$ cat src/rtl/jb_hw_ctrl_pkg.sv
// Shared types and constants for the jb_hw_ctrl hardware-side block.
`timescale 1ns/1ps
package jb_hw_ctrl_pkg;

  localparam int NUM_CH  = 8;
  localparam int DSA_W   = 7;
  localparam int GUARD_W = 16;

  localparam logic [DSA_W-1:0] DSA_MAX = 7'h7F;

  // Bit positions inside cal_sw_o = {tx_ant_cal_en, rx_ant_cal_en}
  localparam int CAL_SW_RX_BIT = 0;
  localparam int CAL_SW_TX_BIT = 1;

  typedef enum logic [1:0] {
    RX       = 2'd0,
    TX_GUARD = 2'd1,
    TX       = 2'd2,
    RX_GUARD = 2'd3
  } tdd_state_t;

  // Guard states are the only ones in which both PA and LNA must stay off
  function automatic logic is_guard(input tdd_state_t st);
    return (st == TX_GUARD) || (st == RX_GUARD);
  endfunction

endpackage

$ cat src/rtl/jb_hw_ctrl_if.sv
// Register-file <-> hardware-block control bundle.
`timescale 1ns/1ps
interface jb_hw_ctrl_if;
  import jb_hw_ctrl_pkg::*;

  // Register-file driven controls
  logic [GUARD_W-1:0]             ant_switch_delay;
  logic [1:0]                     pa_lna_en;
  logic [NUM_CH-1:0]              tdd_ctrl_pa;
  logic                           pa_resetn;
  logic [NUM_CH-1:0]              bypass_lna;
  logic                           rf_switch_override;
  logic [NUM_CH-1:0][DSA_W-1:0]   ps_rxdsa;
  logic                           cold_rst_n;
  logic                           cold_rst_n_mask;
  logic                           tx_ant_cal_en;
  logic                           rx_ant_cal_en;

  // Status returned to the register file
  logic [NUM_CH-1:0][DSA_W-1:0]   pl_rxdsa;
  logic [NUM_CH-1:0]              pa_v_pgood;
  logic                           aisg_pgood;

  modport ctrl (
    output ant_switch_delay, pa_lna_en, tdd_ctrl_pa, pa_resetn, bypass_lna,
           rf_switch_override, ps_rxdsa, cold_rst_n, cold_rst_n_mask,
           tx_ant_cal_en, rx_ant_cal_en,
    input  pl_rxdsa, pa_v_pgood, aisg_pgood
  );

  modport blk (
    input  ant_switch_delay, pa_lna_en, tdd_ctrl_pa, pa_resetn, bypass_lna,
           rf_switch_override, ps_rxdsa, cold_rst_n, cold_rst_n_mask,
           tx_ant_cal_en, rx_ant_cal_en,
    output pl_rxdsa, pa_v_pgood, aisg_pgood
  );

endinterface

$ cat src/rtl/jb_sync_debounce.sv
// Multi-flop synchronizer with optional consecutive-sample debounce filter.
// DEBOUNCE_CYCLES=0 gives a plain synchronizer.
`timescale 1ns/1ps
module jb_sync_debounce #(
  parameter int SYNC_STAGES     = 2,
  parameter int DEBOUNCE_CYCLES = 1024
) (
  input  logic clk,
  input  logic rst,
  input  logic din,
  output logic dout
);

  logic [SYNC_STAGES-1:0] sync_reg;
  logic                   synced;

  // Shift chain bringing the asynchronous pin into the clk domain
  always_ff @(posedge clk or posedge rst) begin
    if (rst) sync_reg <= '0;
    else     sync_reg <= {sync_reg[SYNC_STAGES-2:0], din};
  end

  assign synced = sync_reg[SYNC_STAGES-1];

  generate
    if (DEBOUNCE_CYCLES == 0) begin : g_plain
      assign dout = synced;
    end else begin : g_filt
      localparam int CNT_W = $clog2(DEBOUNCE_CYCLES + 1);
      localparam logic [CNT_W-1:0] CNT_LAST = CNT_W'(DEBOUNCE_CYCLES - 1);

      logic [CNT_W-1:0] cnt_reg;
      logic             out_reg;

      // Accept a new level only after an unbroken run of differing samples
      always_ff @(posedge clk or posedge rst) begin
        if (rst) begin
          cnt_reg <= '0;
          out_reg <= 1'b0;
        end else if (synced == out_reg) begin
          cnt_reg <= '0;
        end else if (cnt_reg == CNT_LAST) begin
          out_reg <= synced;
          cnt_reg <= '0;
        end else begin
          cnt_reg <= cnt_reg + CNT_W'(1);
        end
      end

      assign dout = out_reg;
    end
  endgenerate

endmodule

$ cat src/rtl/jb_hw_ctrl_blk.sv
// Hardware-side endpoint of jb_hw_ctrl_if: TDD PA/LNA gating with antenna
// guard time, RX DSA application, cold-reset pulse and pgood filtering.
`timescale 1ns/1ps
module jb_hw_ctrl_blk
  import jb_hw_ctrl_pkg::*;
#(
  parameter int DEBOUNCE_CYCLES  = 1024,
  parameter int RST_PULSE_CYCLES = 256,
  parameter int SYNC_STAGES      = 2
) (
  input  logic                         clk,
  input  logic                         rst,
  jb_hw_ctrl_if.blk                    hw_ctrl,
  input  logic                         tdd_tx_pin,
  input  logic [NUM_CH-1:0]            pa_v_pgood_pin,
  input  logic                         aisg_pgood_pin,
  output logic [NUM_CH-1:0]            pa_en_o,
  output logic [NUM_CH-1:0]            lna_en_o,
  output logic [NUM_CH-1:0][DSA_W-1:0] rxdsa_o,
  output logic [1:0]                   cal_sw_o,
  output logic                         cold_rst_pin_n
);

  localparam int PULSE_W = $clog2(RST_PULSE_CYCLES + 1);

  // ---------------------------------------------------------------- inputs
  logic              tdd_tx_s;
  logic [NUM_CH-1:0] pa_pgood_w;
  logic              aisg_pgood_w;

  jb_sync_debounce #(.SYNC_STAGES(SYNC_STAGES), .DEBOUNCE_CYCLES(0)) u_tdd_sync (
    .clk(clk), .rst(rst), .din(tdd_tx_pin), .dout(tdd_tx_s)
  );

  genvar gi;
  generate
    for (gi = 0; gi < NUM_CH; gi++) begin : g_pa_pgood
      jb_sync_debounce #(.SYNC_STAGES(SYNC_STAGES), .DEBOUNCE_CYCLES(DEBOUNCE_CYCLES)) u_flt (
        .clk(clk), .rst(rst), .din(pa_v_pgood_pin[gi]), .dout(pa_pgood_w[gi])
      );
    end
  endgenerate

  jb_sync_debounce #(.SYNC_STAGES(SYNC_STAGES), .DEBOUNCE_CYCLES(DEBOUNCE_CYCLES)) u_aisg_flt (
    .clk(clk), .rst(rst), .din(aisg_pgood_pin), .dout(aisg_pgood_w)
  );

  assign hw_ctrl.pa_v_pgood = pa_pgood_w;
  assign hw_ctrl.aisg_pgood = aisg_pgood_w;

  // --------------------------------------------------------------- TDD FSM
  tdd_state_t         state_reg, state_next;
  logic [GUARD_W-1:0] guard_cnt_reg, guard_cnt_next;
  logic               guard_done;
  logic               override;

  assign override   = hw_ctrl.rf_switch_override;
  // A load of 0 or 1 both mean a single guard cycle
  assign guard_done = (guard_cnt_reg <= GUARD_W'(1));

  // State and guard counter registers
  always_ff @(posedge clk or posedge rst) begin
    if (rst) begin
      state_reg     <= RX;
      guard_cnt_reg <= '0;
    end else begin
      state_reg     <= state_next;
      guard_cnt_reg <= guard_cnt_next;
    end
  end

  // Next state: reversals reload the guard, override drives toward RX
  always_comb begin
    state_next     = state_reg;
    guard_cnt_next = guard_cnt_reg;
    case (state_reg)
      RX: begin
        if (!override && tdd_tx_s) begin
          state_next     = TX_GUARD;
          guard_cnt_next = hw_ctrl.ant_switch_delay;
        end
      end
      TX_GUARD: begin
        if (override || !tdd_tx_s) begin
          state_next     = RX_GUARD;
          guard_cnt_next = hw_ctrl.ant_switch_delay;
        end else if (guard_done) begin
          state_next     = TX;
          guard_cnt_next = '0;
        end else begin
          guard_cnt_next = guard_cnt_reg - GUARD_W'(1);
        end
      end
      TX: begin
        if (override || !tdd_tx_s) begin
          state_next     = RX_GUARD;
          guard_cnt_next = hw_ctrl.ant_switch_delay;
        end
      end
      RX_GUARD: begin
        if (!override && tdd_tx_s) begin
          state_next     = TX_GUARD;
          guard_cnt_next = hw_ctrl.ant_switch_delay;
        end else if (guard_done) begin
          state_next     = RX;
          guard_cnt_next = '0;
        end else begin
          guard_cnt_next = guard_cnt_reg - GUARD_W'(1);
        end
      end
      default: begin
        state_next     = RX;
        guard_cnt_next = '0;
      end
    endcase
  end

  // ------------------------------------------------------- RF pin drives
  logic [NUM_CH-1:0] pa_en_reg, lna_en_reg;
  logic [1:0]        cal_sw_reg;

  // PA/LNA enables follow the state one cycle later; guards force both off
  always_ff @(posedge clk or posedge rst) begin
    if (rst) begin
      pa_en_reg  <= '0;
      lna_en_reg <= '0;
      cal_sw_reg <= '0;
    end else begin
      pa_en_reg  <= (state_reg == TX && hw_ctrl.pa_lna_en[0] && hw_ctrl.pa_resetn)
                    ? hw_ctrl.tdd_ctrl_pa : '0;
      lna_en_reg <= (state_reg == RX && hw_ctrl.pa_lna_en[1] && !is_guard(state_reg))
                    ? ~hw_ctrl.bypass_lna : '0;
      cal_sw_reg[CAL_SW_TX_BIT] <= hw_ctrl.tx_ant_cal_en;
      cal_sw_reg[CAL_SW_RX_BIT] <= hw_ctrl.rx_ant_cal_en;
    end
  end

  assign pa_en_o  = pa_en_reg;
  assign lna_en_o = lna_en_reg;
  assign cal_sw_o = cal_sw_reg;

  // ---------------------------------------------------------------- RX DSA
  logic [NUM_CH-1:0][DSA_W-1:0] rxdsa_reg, pl_rxdsa_reg;
  logic                         dsa_load;

  // Gain steps only outside receive, unless the override pins us in RX
  assign dsa_load = (state_reg != RX) || override;

  generate
    for (gi = 0; gi < NUM_CH; gi++) begin : g_dsa
      // Per-channel applied code and its status mirror
      always_ff @(posedge clk or posedge rst) begin
        if (rst) begin
          rxdsa_reg[gi]    <= DSA_MAX;
          pl_rxdsa_reg[gi] <= DSA_MAX;
        end else begin
          if (dsa_load) rxdsa_reg[gi] <= hw_ctrl.ps_rxdsa[gi];
          pl_rxdsa_reg[gi] <= rxdsa_reg[gi];
        end
      end
    end
  endgenerate

  assign rxdsa_o          = rxdsa_reg;
  assign hw_ctrl.pl_rxdsa = pl_rxdsa_reg;

  // ------------------------------------------------------------ cold reset
  logic [PULSE_W-1:0] pulse_cnt_reg;
  logic               cold_rst_n_d_reg;
  logic               rst_pin_n_reg;

  // Falling edge of cold_rst_n starts a fixed-width, non-retriggerable pulse
  always_ff @(posedge clk or posedge rst) begin
    if (rst) begin
      pulse_cnt_reg    <= '0;
      cold_rst_n_d_reg <= 1'b1;
      rst_pin_n_reg    <= 1'b1;
    end else begin
      cold_rst_n_d_reg <= hw_ctrl.cold_rst_n;
      if (pulse_cnt_reg != '0) begin
        pulse_cnt_reg <= pulse_cnt_reg - PULSE_W'(1);
        if (pulse_cnt_reg == PULSE_W'(1)) rst_pin_n_reg <= 1'b1;
      end else if (cold_rst_n_d_reg && !hw_ctrl.cold_rst_n && !hw_ctrl.cold_rst_n_mask) begin
        pulse_cnt_reg <= PULSE_W'(RST_PULSE_CYCLES);
        rst_pin_n_reg <= 1'b0;
      end
    end
  end

  assign cold_rst_pin_n = rst_pin_n_reg;

endmodule

$ cat src/flat_wrapper.sv
// flat-port wrapper written by rule: the top's interface ports become plain ports
module jb_hw_ctrl_blk_flat import jb_hw_ctrl_pkg::*;
#(
  parameter int DEBOUNCE_CYCLES  = 1024,
  parameter int RST_PULSE_CYCLES = 256,
  parameter int SYNC_STAGES      = 2
)
  (clk, rst, tdd_tx_pin, pa_v_pgood_pin, aisg_pgood_pin, pa_en_o, lna_en_o, rxdsa_o, cal_sw_o, cold_rst_pin_n, hw_ctrl_ant_switch_delay, hw_ctrl_pa_lna_en, hw_ctrl_tdd_ctrl_pa, hw_ctrl_pa_resetn, hw_ctrl_bypass_lna, hw_ctrl_rf_switch_override, hw_ctrl_ps_rxdsa, hw_ctrl_cold_rst_n, hw_ctrl_cold_rst_n_mask, hw_ctrl_tx_ant_cal_en, hw_ctrl_rx_ant_cal_en, hw_ctrl_pl_rxdsa, hw_ctrl_pa_v_pgood, hw_ctrl_aisg_pgood);
  jb_hw_ctrl_if hw_ctrl_i ();
  input  logic clk;
  input  logic rst;
  input  logic tdd_tx_pin;
  input  logic [NUM_CH-1:0] pa_v_pgood_pin;
  input  logic aisg_pgood_pin;
  output logic [NUM_CH-1:0] pa_en_o;
  output logic [NUM_CH-1:0] lna_en_o;
  output logic [NUM_CH-1:0][DSA_W-1:0] rxdsa_o;
  output logic [1:0] cal_sw_o;
  output logic cold_rst_pin_n;
  input wire logic [$bits(hw_ctrl_i.ant_switch_delay)-1:0] hw_ctrl_ant_switch_delay;
  input wire logic [$bits(hw_ctrl_i.pa_lna_en)-1:0] hw_ctrl_pa_lna_en;
  input wire logic [$bits(hw_ctrl_i.tdd_ctrl_pa)-1:0] hw_ctrl_tdd_ctrl_pa;
  input wire logic [$bits(hw_ctrl_i.pa_resetn)-1:0] hw_ctrl_pa_resetn;
  input wire logic [$bits(hw_ctrl_i.bypass_lna)-1:0] hw_ctrl_bypass_lna;
  input wire logic [$bits(hw_ctrl_i.rf_switch_override)-1:0] hw_ctrl_rf_switch_override;
  input wire logic [$bits(hw_ctrl_i.ps_rxdsa)-1:0] hw_ctrl_ps_rxdsa;
  input wire logic [$bits(hw_ctrl_i.cold_rst_n)-1:0] hw_ctrl_cold_rst_n;
  input wire logic [$bits(hw_ctrl_i.cold_rst_n_mask)-1:0] hw_ctrl_cold_rst_n_mask;
  input wire logic [$bits(hw_ctrl_i.tx_ant_cal_en)-1:0] hw_ctrl_tx_ant_cal_en;
  input wire logic [$bits(hw_ctrl_i.rx_ant_cal_en)-1:0] hw_ctrl_rx_ant_cal_en;
  output wire logic [$bits(hw_ctrl_i.pl_rxdsa)-1:0] hw_ctrl_pl_rxdsa;
  output wire logic [$bits(hw_ctrl_i.pa_v_pgood)-1:0] hw_ctrl_pa_v_pgood;
  output wire logic [$bits(hw_ctrl_i.aisg_pgood)-1:0] hw_ctrl_aisg_pgood;
  assign hw_ctrl_i.ant_switch_delay = hw_ctrl_ant_switch_delay;
  assign hw_ctrl_i.pa_lna_en = hw_ctrl_pa_lna_en;
  assign hw_ctrl_i.tdd_ctrl_pa = hw_ctrl_tdd_ctrl_pa;
  assign hw_ctrl_i.pa_resetn = hw_ctrl_pa_resetn;
  assign hw_ctrl_i.bypass_lna = hw_ctrl_bypass_lna;
  assign hw_ctrl_i.rf_switch_override = hw_ctrl_rf_switch_override;
  assign hw_ctrl_i.ps_rxdsa = hw_ctrl_ps_rxdsa;
  assign hw_ctrl_i.cold_rst_n = hw_ctrl_cold_rst_n;
  assign hw_ctrl_i.cold_rst_n_mask = hw_ctrl_cold_rst_n_mask;
  assign hw_ctrl_i.tx_ant_cal_en = hw_ctrl_tx_ant_cal_en;
  assign hw_ctrl_i.rx_ant_cal_en = hw_ctrl_rx_ant_cal_en;
  assign hw_ctrl_pl_rxdsa = hw_ctrl_i.pl_rxdsa;
  assign hw_ctrl_pa_v_pgood = hw_ctrl_i.pa_v_pgood;
  assign hw_ctrl_aisg_pgood = hw_ctrl_i.aisg_pgood;
  jb_hw_ctrl_blk #(.DEBOUNCE_CYCLES(DEBOUNCE_CYCLES), .RST_PULSE_CYCLES(RST_PULSE_CYCLES), .SYNC_STAGES(SYNC_STAGES)) u_core (.clk(clk), .rst(rst), .hw_ctrl(hw_ctrl_i), .tdd_tx_pin(tdd_tx_pin), .pa_v_pgood_pin(pa_v_pgood_pin), .aisg_pgood_pin(aisg_pgood_pin), .pa_en_o(pa_en_o), .lna_en_o(lna_en_o), .rxdsa_o(rxdsa_o), .cal_sw_o(cal_sw_o), .cold_rst_pin_n(cold_rst_pin_n));
endmodule
$ cat config.mk
export PLATFORM = sky130hd
export DESIGN_NAME = jb_hw_ctrl_blk_flat
export DESIGN_NICKNAME = d
export VERILOG_FILES = /design/src/rtl/jb_hw_ctrl_pkg.sv /design/src/rtl/jb_hw_ctrl_if.sv /design/src/rtl/jb_sync_debounce.sv /design/src/rtl/jb_hw_ctrl_blk.sv /design/src/flat_wrapper.sv
export SDC_FILE = /design/constraint.sdc
export NUM_CORES = 1
export LEC_CHECK = 0
export CAP_MARGIN = 20
export CORE_ASPECT_RATIO = 1.4
export CORE_MARGIN = 2
export CORE_UTILIZATION = 40
export DETAILED_ROUTE_END_ITERATION = 10
export PLACE_DENSITY = 0.66
export SYNTH_ARGS = -nofsm -noshare
export SYNTH_HDL_FRONTEND = slang
export SYNTH_SLANG_ARGS = --single-unit
$ cat constraint.sdc
create_clock -name clk -period 9 [get_ports clk]
set_input_delay 1.35 -clock clk [delete_from_list [all_inputs] [get_ports clk]]
set_output_delay 1.35 -clock clk [all_outputs]
set_load 0.05 [all_outputs]
; ---- Word level (Yosys, flattened, before mapping)
; Index checks and enable logic that the tools add are counted.
[word_totals]
ramBits = 0
inputBits = 108
mem_bits_ro = 0
out_inout_bits = 140
ff_bits = 287
word_cells = 170
latchBits = 0
memories = 0
[classes]
addsub = 11
n_shift = 0
magnitude_cmp = 1
mux = 38
n_reduce_logical = 31
n_mul = 0
n_div = 0
n_eq_ne = 27
n_bitwise = 10
[ops]
columns = op, count
row1 = $mux W11, 18
row2 = $add A11 B1 Y11 const B, 9
row3 = $eq A11 B10 Y1 const B, 9
row4 = $mux W16, 5
row5 = $pmux W16 S4, 1
row6 = $reduce_and A2 Y1, 11
row7 = $mux W9, 2
row8 = $le A16 B1 Y1 const B, 1
row9 = $mux W8, 2
row10 = $sub A16 B1 Y16 const B, 1
row11 = $mux W2, 6
row12 = $eq A1 B1 Y1, 9
row13 = $eq A9 B1 Y1 const B, 1
row14 = $not A1 Y1, 9
row15 = $reduce_bool A9 Y1, 1
row16 = $sub A9 B1 Y9 const B, 1
row17 = $not A8 Y8, 1
row18 = $pmux W2 S4, 1
row19 = $logic_and A1 B1 Y1, 7
row20 = $ne A3 B1 Y1 const B, 2
row21 = $logic_not A1 Y1, 5
row22 = $eq A2 B2 Y1 const B, 2
row23 = $ne A2 B1 Y1 const B, 2
row24 = $reduce_and A4 Y1, 1
row25 = other kinds (6), 11

; ---- Longest topological paths before layout
; Gate-level depths: netlist (run 1).
[logic_depth]
word_depth = 5
mapped_depth = 8
ltp_nobuf = 7

; ---- Cells and area by module
; Synthesis (run 1) repeated with hierarchy kept, for this count alone.
[hier_totals]
cells_unflattened = 904
area_unflattened_um2 = 11678.7
[by_module_without_submodules]
columns = module, area_each_um2, instances, seq_area_each_um2, cells_per_inst
row1 = jb_hw_ctrl_blk, 6005.8, 1, 4121.5, 406
row2 = jb_sync_debounce at u_core.g_pa_pgood[0].u_flt ..., 624.3, 9, 350.3, 55
row3 = jb_sync_debounce at u_core.u_tdd_sync, 53.8, 1, 50.0, 3

; ---- Worst setup path after synthesis (run 1)
; No wires, ideal clock.
[synth_timing]
path_type = input to register
from = in hw_ctrl_rf_switch_override
to = reg u_core.state_reg[1]
path_stages = 6
n_path_buf = 1
required_time_ns = 8.873
setup_slack_ns = 6.388
setup_ns = 0.127
t_arrival_ns = 2.484
path_cell_list = nand2b_1 > buf_6 > mux2_2 > o21ai_2 > nand2_1 > mux2_1
[synth_via]
elab_chain_cells = 4
word_cells_on_any_way = 11
cone_classes = eq/ne (4) / mux (3) / reduce/logical (4)
[synth_lines]
columns = element, line
row1 = "start, declared", flat_wrapper.sv:25  ; input wire logic [$bits(hw_ctrl_i.rf_switch_override)-1:0] hw_ctrl_rf_switch_override;
row2 = $logic_not A1 Y1, "jb_hw_ctrl_blk.sv:78, jb_hw_ctrl_blk.sv:101"
row3 = $logic_and A1 B1 Y1, "jb_hw_ctrl_blk.sv:78, jb_hw_ctrl_blk.sv:101"
row4 = $ne A3 B1 Y1 (no source line) (tied with other cells), -
row5 = $reduce_and A4 Y1 (no source line) / $pmux W2 S4 (equally long branches), -
row6 = "end signal, assigned", jb_hw_ctrl_blk.sv:67  ; state_reg <= state_next;
row7 = "end, declared", jb_hw_ctrl_blk.sv:52  ; tdd_state_t state_reg, state_next;
; Parallel ways exist; a longest one is shown, timed or not.
; A chain may end at the register's enable or synchronous reset.

; ---- Final worst setup path (run 1)
[layout_timing]
from = reg u_core.rxdsa_reg, in the netlist u_core.rxdsa_o[49]
to = out rxdsa_o[49] (netlist name)
[layout_lines]
columns = element, line
row1 = "start, declared", jb_hw_ctrl_blk.sv:143  ; logic [NUM_CH-1:0][DSA_W-1:0] rxdsa_reg, pl_rxdsa_reg;
row2 = "start signal, assigned by index", jb_hw_ctrl_blk.sv:157  ; if (dsa_load) rxdsa_reg[gi] <= hw_ctrl.ps_rxdsa[gi];
row3 = "end, declared", flat_wrapper.sv:17  ; output logic [NUM_CH-1:0][DSA_W-1:0] rxdsa_o;
; No word-level cell between the ends.

==> results.yml, run 1 <==
yosys:
  synth_top_cells_by_count: "dfrtp_1, nor2_1, dfstp_2"
  syn_avg_cell_area_um2: 12.8
  ys_warn_count: 0
  synth_edf_count: 0
  synthCells: 887
  synth_cell_types: 58
  yosys.area.top_type: "dfrtp_1"
  synth_seq_area_share_pct: 64.5
  synth-main-ff-cell: "dfrtp_1"
  ys_seq_elements: 287
  synth_area_leaders: "dfrtp_1, dfstp_2, mux2_2"
  syn_area_um2: 11400
  synth.most_common_cell: "dfrtp_1"
  ys_async_sr_fraction_pct: 100
  netlist.area_leader.share_pct: 38.1
  syn-num-nets: 1013
worst_setup_path:
  cpMaxStageDelayCell: "clkdlybuf4s50_1"
  arrival_ns: 1.98
  crit_family: "buffers and inverters"
  critPathCaptureType: "primary output"
  cp_max_fo: 3
  required_ns: 7.65
  worstPathCellList: "clkdlybuf4s50_1"
  max_stage_delay_ns: 0.85
  critical_path_class: "flop to primary output"
  crit_buf_inv: 1
  worstSetupStartpointType: "flop"
detailed_routing:
  postRouteAntennaNets: 0
  routed_wl_um: 24300
  remaining_drc_errors: 0
  drt_iter0_drc: 277
  viasPerCell: 4.80
  routedWlPerCell_um: 15.8
  drt-pass1-iter-count: 4
  vias: 7394
floorplan:
  io_pins: 248
  die_y_um: 203
  rows: 73
  dieArea_um2: 29800
  die_x_um: 146
  core_region_area_um2: 28200
  start_util_pct: 40.3
cts:
  root_buffer: "clkbuf_16"
  clock_sinks: 287
  cts-resized-gates: 0
  post-cts-setup-buffers: 0
  cts_max_path_buffers: 3
  numCtsBuffers: 29
  h-tree-depth: 1
  clk_pin_slew_ns: 0.07
  ctsHoldBuffers: 0
  clkLatencyLatePin_ns: 0.56
  tritoncts: "yes"
cells_and_area:
  layout-drive-gt1-share_pct: 22.1
  diodes: 0
  final_area_um2: 15200
  area_growth_pct: 33.4
  largest_register_ffs: 88
  fin_nets: 1268
timing:
  final.setup.tns_ns: 0
  fin_ws_ns: 5.67
  rsz0062_at_grt: "false"
  setup_viol: 0
  max_freq_ghz: 0.300
  holdWs_ns: 0.341
  max-slew-margin-rel_pct: 29.7
  worstMarginPinSlew_ns: 1.05
  fin_skew_ns: 0.0123
  final-hold-violation-count: 0
  fin_crit_ns: 3.33
  slew_violations: 0
  fin_crit_sh_pct: 37.0
global_route:
  grt_overflow: 0
  grt_pass1_wl_um: 40000
  antenna_found_initial: 0
  grt_use_total_pct: 16.4
  grt_max_degree: 184
  grt_pass1_vias: 7752
power_and_ir_drop:
  ir_drop_mv: 0.218
  finalPower_mw: 4.05
  power_density_nw_per_um2: 267
  power_leakage_nw: 6.42
place:
  io_buffers: 247
  hpwl_um: 16900
  gp_congestion: 0.860
  place_ws_ns: 5.55
  postPlaceCellArea_um2: 14200
flow_run:
  maxCapViolations: 0
min_path:
  hp-class: "flop to flop"
run_status:
  status: "complete, no violations"
-- final timing paths --
kind / start / end / slack [ns] / cells after the start
worst max-delay path: u_core.rxdsa_o[49] / rxdsa_o[49] / 5.67 / 1
worst min-delay path: u_core.g_pa_pgood[4].u_flt.sync_reg[0] / u_core.g_pa_pgood[4].u_flt.sync_reg[1] / 0.34 / 0
worst max register to register: u_core.state_reg[1] / u_core.rxdsa_o[16] / 6.86 / 5
worst min register to register: u_core.g_pa_pgood[4].u_flt.sync_reg[0] / u_core.g_pa_pgood[4].u_flt.sync_reg[1] / 0.34 / 0
max in group asynchronous: rst / u_core.state_reg[0] / 6.26 / 3
min in group asynchronous: rst / u_core.cal_sw_o[1] / 1.29 / 2
-- metal layers --
metal  wire length, um  global-route usage [%]  vias to the layer above
met3              1560                    3.87                       42
met2             12300                    28.5                      206
li1                  -                       -                     3529
met4               648                    5.89                        0
met1              9790                    20.1                     3617
met5                 0                       0                        -
-- per-stage QoR --
stage | instances | util (%)
floorplan | 887 | -
global placement | 1486 | 50.3
detailed placement | 1486 | 50.3
CTS | 1539 | 53.7
global route | 1539 | 53.7
finish | 1539 | 53.7
-- cell type report --
cell class | instances | area [um2]
inverter | 18 | 71.3
clock buffer | 44 | 882
multi-input combinational | 555 | 3810
sequential | 287 | 7320
clock inverter | 9 | 87.6
tap | 375 | 469
fill | 2394 | 13100
timing repair buffer | 251 | 2510
-- cells in the final DEF (no fill, tap or decap), types with 3 or more instances in the layout --
cell / instances
a21o_1: 3
a221o_1: 4
a22oi_1: 7
and2_1: 10
and3_1: 12
and3b_1: 4
and4_1: 9
buf_4: 3
clkbuf_1: 5
clkbuf_16: 29
clkbuf_8: 10
clkdlybuf4s50_1: 247
clkinv_2: 6
dfrtp_1: 173
dfstp_2: 114
ha_1: 18
inv_1: 17
mux2_2: 68
mux2i_1: 5
nand2_1: 44
nand3_1: 38
nand4_1: 21
nor2_1: 133
nor3_1: 19
nor3b_1: 6
nor4_1: 3
o21ai_0: 15
o311ai_0: 3
or2_2: 9
or3_1: 4
xnor2_1: 34
xor2_1: 51
-- cells by family after synthesis --
| group | synth area share [%] |
|---|---|
| simple gates | 14.1 |
| xor+xnor | 6.55 |
| compound gates | 3.60 |
| buf+inv | 2.00 |
| fa+ha+maj | 1.98 |
| flops | 64.5 |
| mux | 7.28 |
-- power breakdown --
group	total, mW	leakage (nW)	internal, mW	switching, mW
logic	1.16	2.45	0.430	0.729
registers	1.69	3.49	1.54	0.150
clock network	1.20	0.483	0.705	0.494
Power figures use the tool's default switching activity.
==> run 2, diff against run 1 <==
--- a/config.mk
+++ b/config.mk
@@ -10,7 +10,7 @@
 export CORE_MARGIN = 2
 export CORE_UTILIZATION = 40
 export DETAILED_ROUTE_END_ITERATION = 10
-export PLACE_DENSITY = 0.66
+export PLACE_DENSITY = 0.64
 export SYNTH_ARGS = -nofsm -noshare
 export SYNTH_HDL_FRONTEND = slang
 export SYNTH_SLANG_ARGS = --single-unit
==> constraint.sdc (replaced) <==
create_clock -name clk -period 3.3 [get_ports clk]
set_input_delay 0.495 -clock clk [delete_from_list [all_inputs] [get_ports clk]]
set_output_delay 0.495 -clock clk [all_outputs]
set_load 0.05 [all_outputs]
==> run 2 against run 1 <==
  * Combinational power rose to 2.7 times the previous value
  * Cell area increased by 0.24%
  * Via count down 0.39%
  * Flip-flop and latch count stayed put
  * Count of clock-buffer cells in the layout down 9
  * Clock power grew to 2.7 times the previous value
  * Register-to-register slack worse by 5.7 ns
  * Non-clock buffer count rose by 2
  * Highest routed layer unchanged
==> results.yml, run 2 (synthesis results as in run 1) <==
cts:
  h-tree-depth: 1
  clk_pin_slew_ns: 0.06
  ctsHoldBuffers: 0
  cts-resized-gates: 0
  cts_max_path_buffers: 3
  tritoncts: "yes"
  post-cts-setup-buffers: 0
  root_buffer: "clkbuf_16"
  clkLatencyLatePin_ns: 0.55
  numCtsBuffers: 29
  clock_sinks: 287
detailed_routing:
  routed_wl_um: 23700
  remaining_drc_errors: 0
  drt_iter0_drc: 239
  viasPerCell: 4.78
  drt-pass1-iter-count: 5
  routedWlPerCell_um: 15.4
  postRouteAntennaNets: 0
  vias: 7365
power_and_ir_drop:
  power_density_nw_per_um2: 728
  ir_drop_mv: 0.516
  power_leakage_nw: 6.43
  finalPower_mw: 11.1
global_route:
  antenna_found_initial: 1
  grt_pass1_wl_um: 39200
  grt_max_degree: 99
  grt_use_total_pct: 16.0
  grt_pass1_vias: 7686
  grt_overflow: 0
timing:
  fin_ws_ns: 0.841
  fin_crit_sh_pct: 74.5
  max-slew-margin-rel_pct: 56.5
  max_freq_ghz: 0.407
  worstMarginPinSlew_ns: 0.651
  rsz0062_at_grt: "false"
  fin_skew_ns: 0.00596
  final-hold-violation-count: 0
  slew_violations: 0
  setup_viol: 0
  final.setup.tns_ns: 0
  fin_crit_ns: 2.46
worst_setup_path:
  max_stage_delay_ns: 0.90
  worstPathCellList: "clkdlybuf4s50_1"
  crit_buf_inv: 1
  required_ns: 2.80
  arrival_ns: 1.96
  worstSetupStartpointType: "flop"
  critical_path_class: "flop to primary output"
  critPathCaptureType: "primary output"
  crit_family: "buffers and inverters"
  cp_max_fo: 1
  cpMaxStageDelayCell: "clkdlybuf4s50_1"
floorplan:
  start_util_pct: 40.3
  die_y_um: 203
  rows: 73
  core_region_area_um2: 28200
  dieArea_um2: 29800
  die_x_um: 146
  io_pins: 248
place:
  hpwl_um: 16600
  place_ws_ns: 0.671
  gp_congestion: 0.861
  dp.cells: 1488
  io_buffers: 247
cells_and_area:
  layout_common_cells: "clkdlybuf4s50_1, dfrtp_1, nor2_1"
  largest_register_ffs: 88
  stdcell_count: 1541
  area_growth_pct: 33.8
  layout-drive-gt1-share_pct: 22.3
  diodes: 0
  fill_cells: 2471
  layout_commonest_cell: "clkdlybuf4s50_1"
  fin_nets: 1270
min_path:
  hp-class: "primary input to asynchronous set/reset pin"
flow_run:
  maxCapViolations: 0
run_status:
  status: "complete, no violations"
[run 2: metrics by stage]
step / cell area, um2 / util [%] / hold slack [ns]
4_1_cts: 15200 / 53.9 / 0.319
2_1_floorplan: 11400 / - / 0.331
6_report: 15200 / 53.9 / 0.335
3_3_place_gp: 14200 / 50.5 / 0.334
5_1_grt: 15200 / 53.9 / 0.345
3_5_place_dp: 14200 / 50.5 / 0.335
[run 2: layout make-up]
type | count | area [um2] | share of cell area (%)
inverters | 18 | 71.3 | 0.469
well taps | 375 | 469 | 3.09
repair buffers | 253 | 2570 | 16.9
clock inverters | 18 | 185 | 1.22
clock buffers | 35 | 768 | 5.05
flip-flops and latches | 287 | 7320 | 48.2
multi-input cells | 555 | 3810 | 25.1
[run 2: path summary, 6_finish.rpt]
path                            slack, ns                     startpoint                                endpoint  cells past startpoint
worst min-delay path                 0.33                            rst  u_core.g_pa_pgood[5].u_flt.sync_reg[1]                      2
worst max register to register       1.14        u_core.guard_cnt_reg[0]                 u_core.guard_cnt_reg[4]                      7
worst max-delay path                 0.84     u_core.hw_ctrl.pl_rxdsa[0]                     hw_ctrl_pl_rxdsa[0]                      1
max in group asynchronous            2.06                            rst                   u_core.cold_rst_pin_n                      3
min in group clk                     0.35  u_core.u_tdd_sync.sync_reg[0]           u_core.u_tdd_sync.sync_reg[1]                      0
worst min register to register       0.35  u_core.u_tdd_sync.sync_reg[0]           u_core.u_tdd_sync.sync_reg[1]                      0
[run 2: report_power, final]
group,internal (mW),switching [mW],total (mW)
Clock,1.90,1.39,3.29
Sequential,4.20,0.407,4.61
Combinational,1.19,1.97,3.16
Total,7.29,3.77,11.1
[run 2: routing by layer]
| layer | GRT usage [%] | up-vias | routed length (um) |
|---|---|---|---|
| met5 | 0 | - | 0 |
| met4 | 5.48 | 0 | 544 |
| met3 | 3.89 | 31 | 1500 |
| met2 | 28.0 | 197 | 12100 |
| met1 | 19.5 | 3614 | 9550 |
| li1 | - | 3523 | - |
==> run 3, diff against run 2 <==
--- a/config.mk
+++ b/config.mk
@@ -10,7 +10,7 @@
 export CORE_MARGIN = 2
 export CORE_UTILIZATION = 40
 export DETAILED_ROUTE_END_ITERATION = 10
-export PLACE_DENSITY = 0.64
+export PLACE_DENSITY = 0.66
 export SYNTH_ARGS = -nofsm -noshare
 export SYNTH_HDL_FRONTEND = slang
 export SYNTH_SLANG_ARGS = --single-unit
==> constraint.sdc (replaced) <==
create_clock -name clk -period 2.2 [get_ports clk]
set_input_delay 0.33 -clock clk [delete_from_list [all_inputs] [get_ports clk]]
set_output_delay 0.33 -clock clk [all_outputs]
set_load 0.05 [all_outputs]
==> run 3 against run 2 <==
  * Global-route usage up 0.54 points
  * Cell count up 1.4%
  * Cell area up 0.28%
  * Sequential power up 50%
  * Sequential share of layout area down 0.13 points
  * Core utilization up 0.15 points
  * Largest cell class unchanged
==> results.yml, run 3 (synthesis results as in run 1) <==
worst_setup_path:
  crit_buf_inv: 1
  max_stage_delay_ns: 0.85
  critPathCaptureType: "primary output"
  critical_path_class: "flop to primary output"
  arrival_ns: 1.78
  cp_max_fo: 3
  cpMaxStageDelayCell: "clkdlybuf4s50_1"
  rrSetupSlack_ns: 0.14
  worstPathCellList: "clkdlybuf4s50_1"
  crit_family: "buffers and inverters"
  required_ns: 1.87
  worstSetupStartpointType: "flop"
timing:
  fin_crit_ns: 2.11
  fin_ws_ns: 0.0883
  fin_crit_sh_pct: 96.0
  fin_skew_ns: 0.0116
  setup_viol: 0
  worstMarginPinSlew_ns: 0.567
  holdWs_ns: 0.209
  slew_violations: 0
  max-slew-margin-rel_pct: 62.2
  rsz0062_at_grt: "false"
  final-hold-violation-count: 0
  max_freq_ghz: 0.474
  final.setup.tns_ns: 0
floorplan:
  die_x_um: 146
  rows: 73
  start_util_pct: 40.3
  io_pins: 248
  die_y_um: 203
  dieArea_um2: 29800
  core_region_area_um2: 28200
detailed_routing:
  met3_length_um: 1520
  wl_met2_um: 12900
  drt-pass1-iter-count: 5
  wl_met1_um: 9830
  drt_iter0_drc: 263
  routed.top_layer: "met4"
  routedWlPerCell_um: 16.0
  vias: 7502
  remaining_drc_errors: 0
  viasPerCell: 4.80
  routed_wl_um: 24900
  postRouteAntennaNets: 0
cells_and_area:
  layout_commonest_cell: "dfrtp_1"
  layout-drive-gt1-share_pct: 23.6
  stdcell_count: 1562
  postLayoutCoreUtil_pct: 54.0
  largest_register_ffs: 88
  layout_common_cells: "dfrtp_1, nor2_1, clkdlybuf4s50_1"
  area_growth_pct: 34.1
  final_area_um2: 15200
  fin_nets: 1288
place:
  gp_congestion: 0.865
  hpwl_um: 17600
  postPlaceCellArea_um2: 14400
  place_ws_ns: 0.00941
  dp.cells: 1505
  io_buffers: 247
global_route:
  grt_overflow: 0
  grt_max_degree: 91
  antenna_found_initial: 1
  grt_pass1_vias: 7904
  grt_pass1_wl_um: 40300
  grt_use_total_pct: 16.6
cts:
  numCtsBuffers: 30
  tritoncts: "yes"
  clk_pin_slew_ns: 0.06
  h-tree-depth: 1
  clkLatencyLatePin_ns: 0.56
  clock_sinks: 287
  root_buffer: "clkbuf_16"
  cts_max_path_buffers: 3
power_and_ir_drop:
  ir_drop_mv: 0.859
  power_leakage_nw: 6.72
  power_density_nw_per_um2: 1090
  finalPower_mw: 16.5
run_status:
  status: "complete, no violations"
min_path:
  hp-class: "primary input to flop"
flow_run:
  maxCapViolations: 0
## run 3: cell count changes in the layout (fill, tap and decap cells not counted), moves of 2 or more
cell	change
clkbuf_1	+6
inv_6	-3
dlygate4sd2_1	+108
clkbuf_16	+2
dlymetal6s2s_1	+2
clkdlybuf4s50_1	-116
buf_4	+22
bufinv_16	-2
clkinv_2	-5
clkbuf_8	+5
## run 3: worst paths after layout
| path | start | end | cells after the start |
|---|---|---|---|
| min reg2reg | u_core.g_pa_pgood[2].u_flt.sync_reg[0] | u_core.g_pa_pgood[2].u_flt.sync_reg[1] | 0 |
| min in group asynchronous | rst | u_core.rxdsa_o[52] | 2 |
| max | u_core.g_pa_pgood[2].u_flt.dout | hw_ctrl_pa_v_pgood[2] | 1 |
| max in group asynchronous | rst | u_core.hw_ctrl.pl_rxdsa[23] | 4 |
| max reg2reg | u_core.guard_cnt_reg[0] | u_core.guard_cnt_reg[14] | 8 |
| min | hw_ctrl_cold_rst_n | u_core.cold_rst_n_d_reg | 1 |
## run 3: final cells by class
type                       count  area, um2
timing repair buffer         270       2560
fill                        2463      13000
inverter                      18       71.3
sequential                   287       7320
tap                          375        469
multi-input combinational    555       3820
clock inverter                 8       80.1
antenna                        1       2.50
clock buffer                  48        910
## run 3: per-layer routing
metal	GRT usage, %	up-vias
met1	19.4	3698
met3	3.89	41
li1	-	3570
met2	30.0	193
met5	0	-
met4	5.58	0
## run 3: what timing repair did
action / 4_1_cts / 5_1_grt
setup buffers: 0 / 0
setup endpoints to repair: 108 / 3
gates resized for setup: 108 / 3
hold buffers: 0 / 0
## run 3: power by group
| part | switching, mW | internal [mW] | leakage, nW |
|---|---|---|---|
| registers | 0.606 | 6.30 | 3.49 |
| logic | 3.04 | 1.61 | 2.74 |
| clock network | 2.04 | 2.95 | 0.485 |
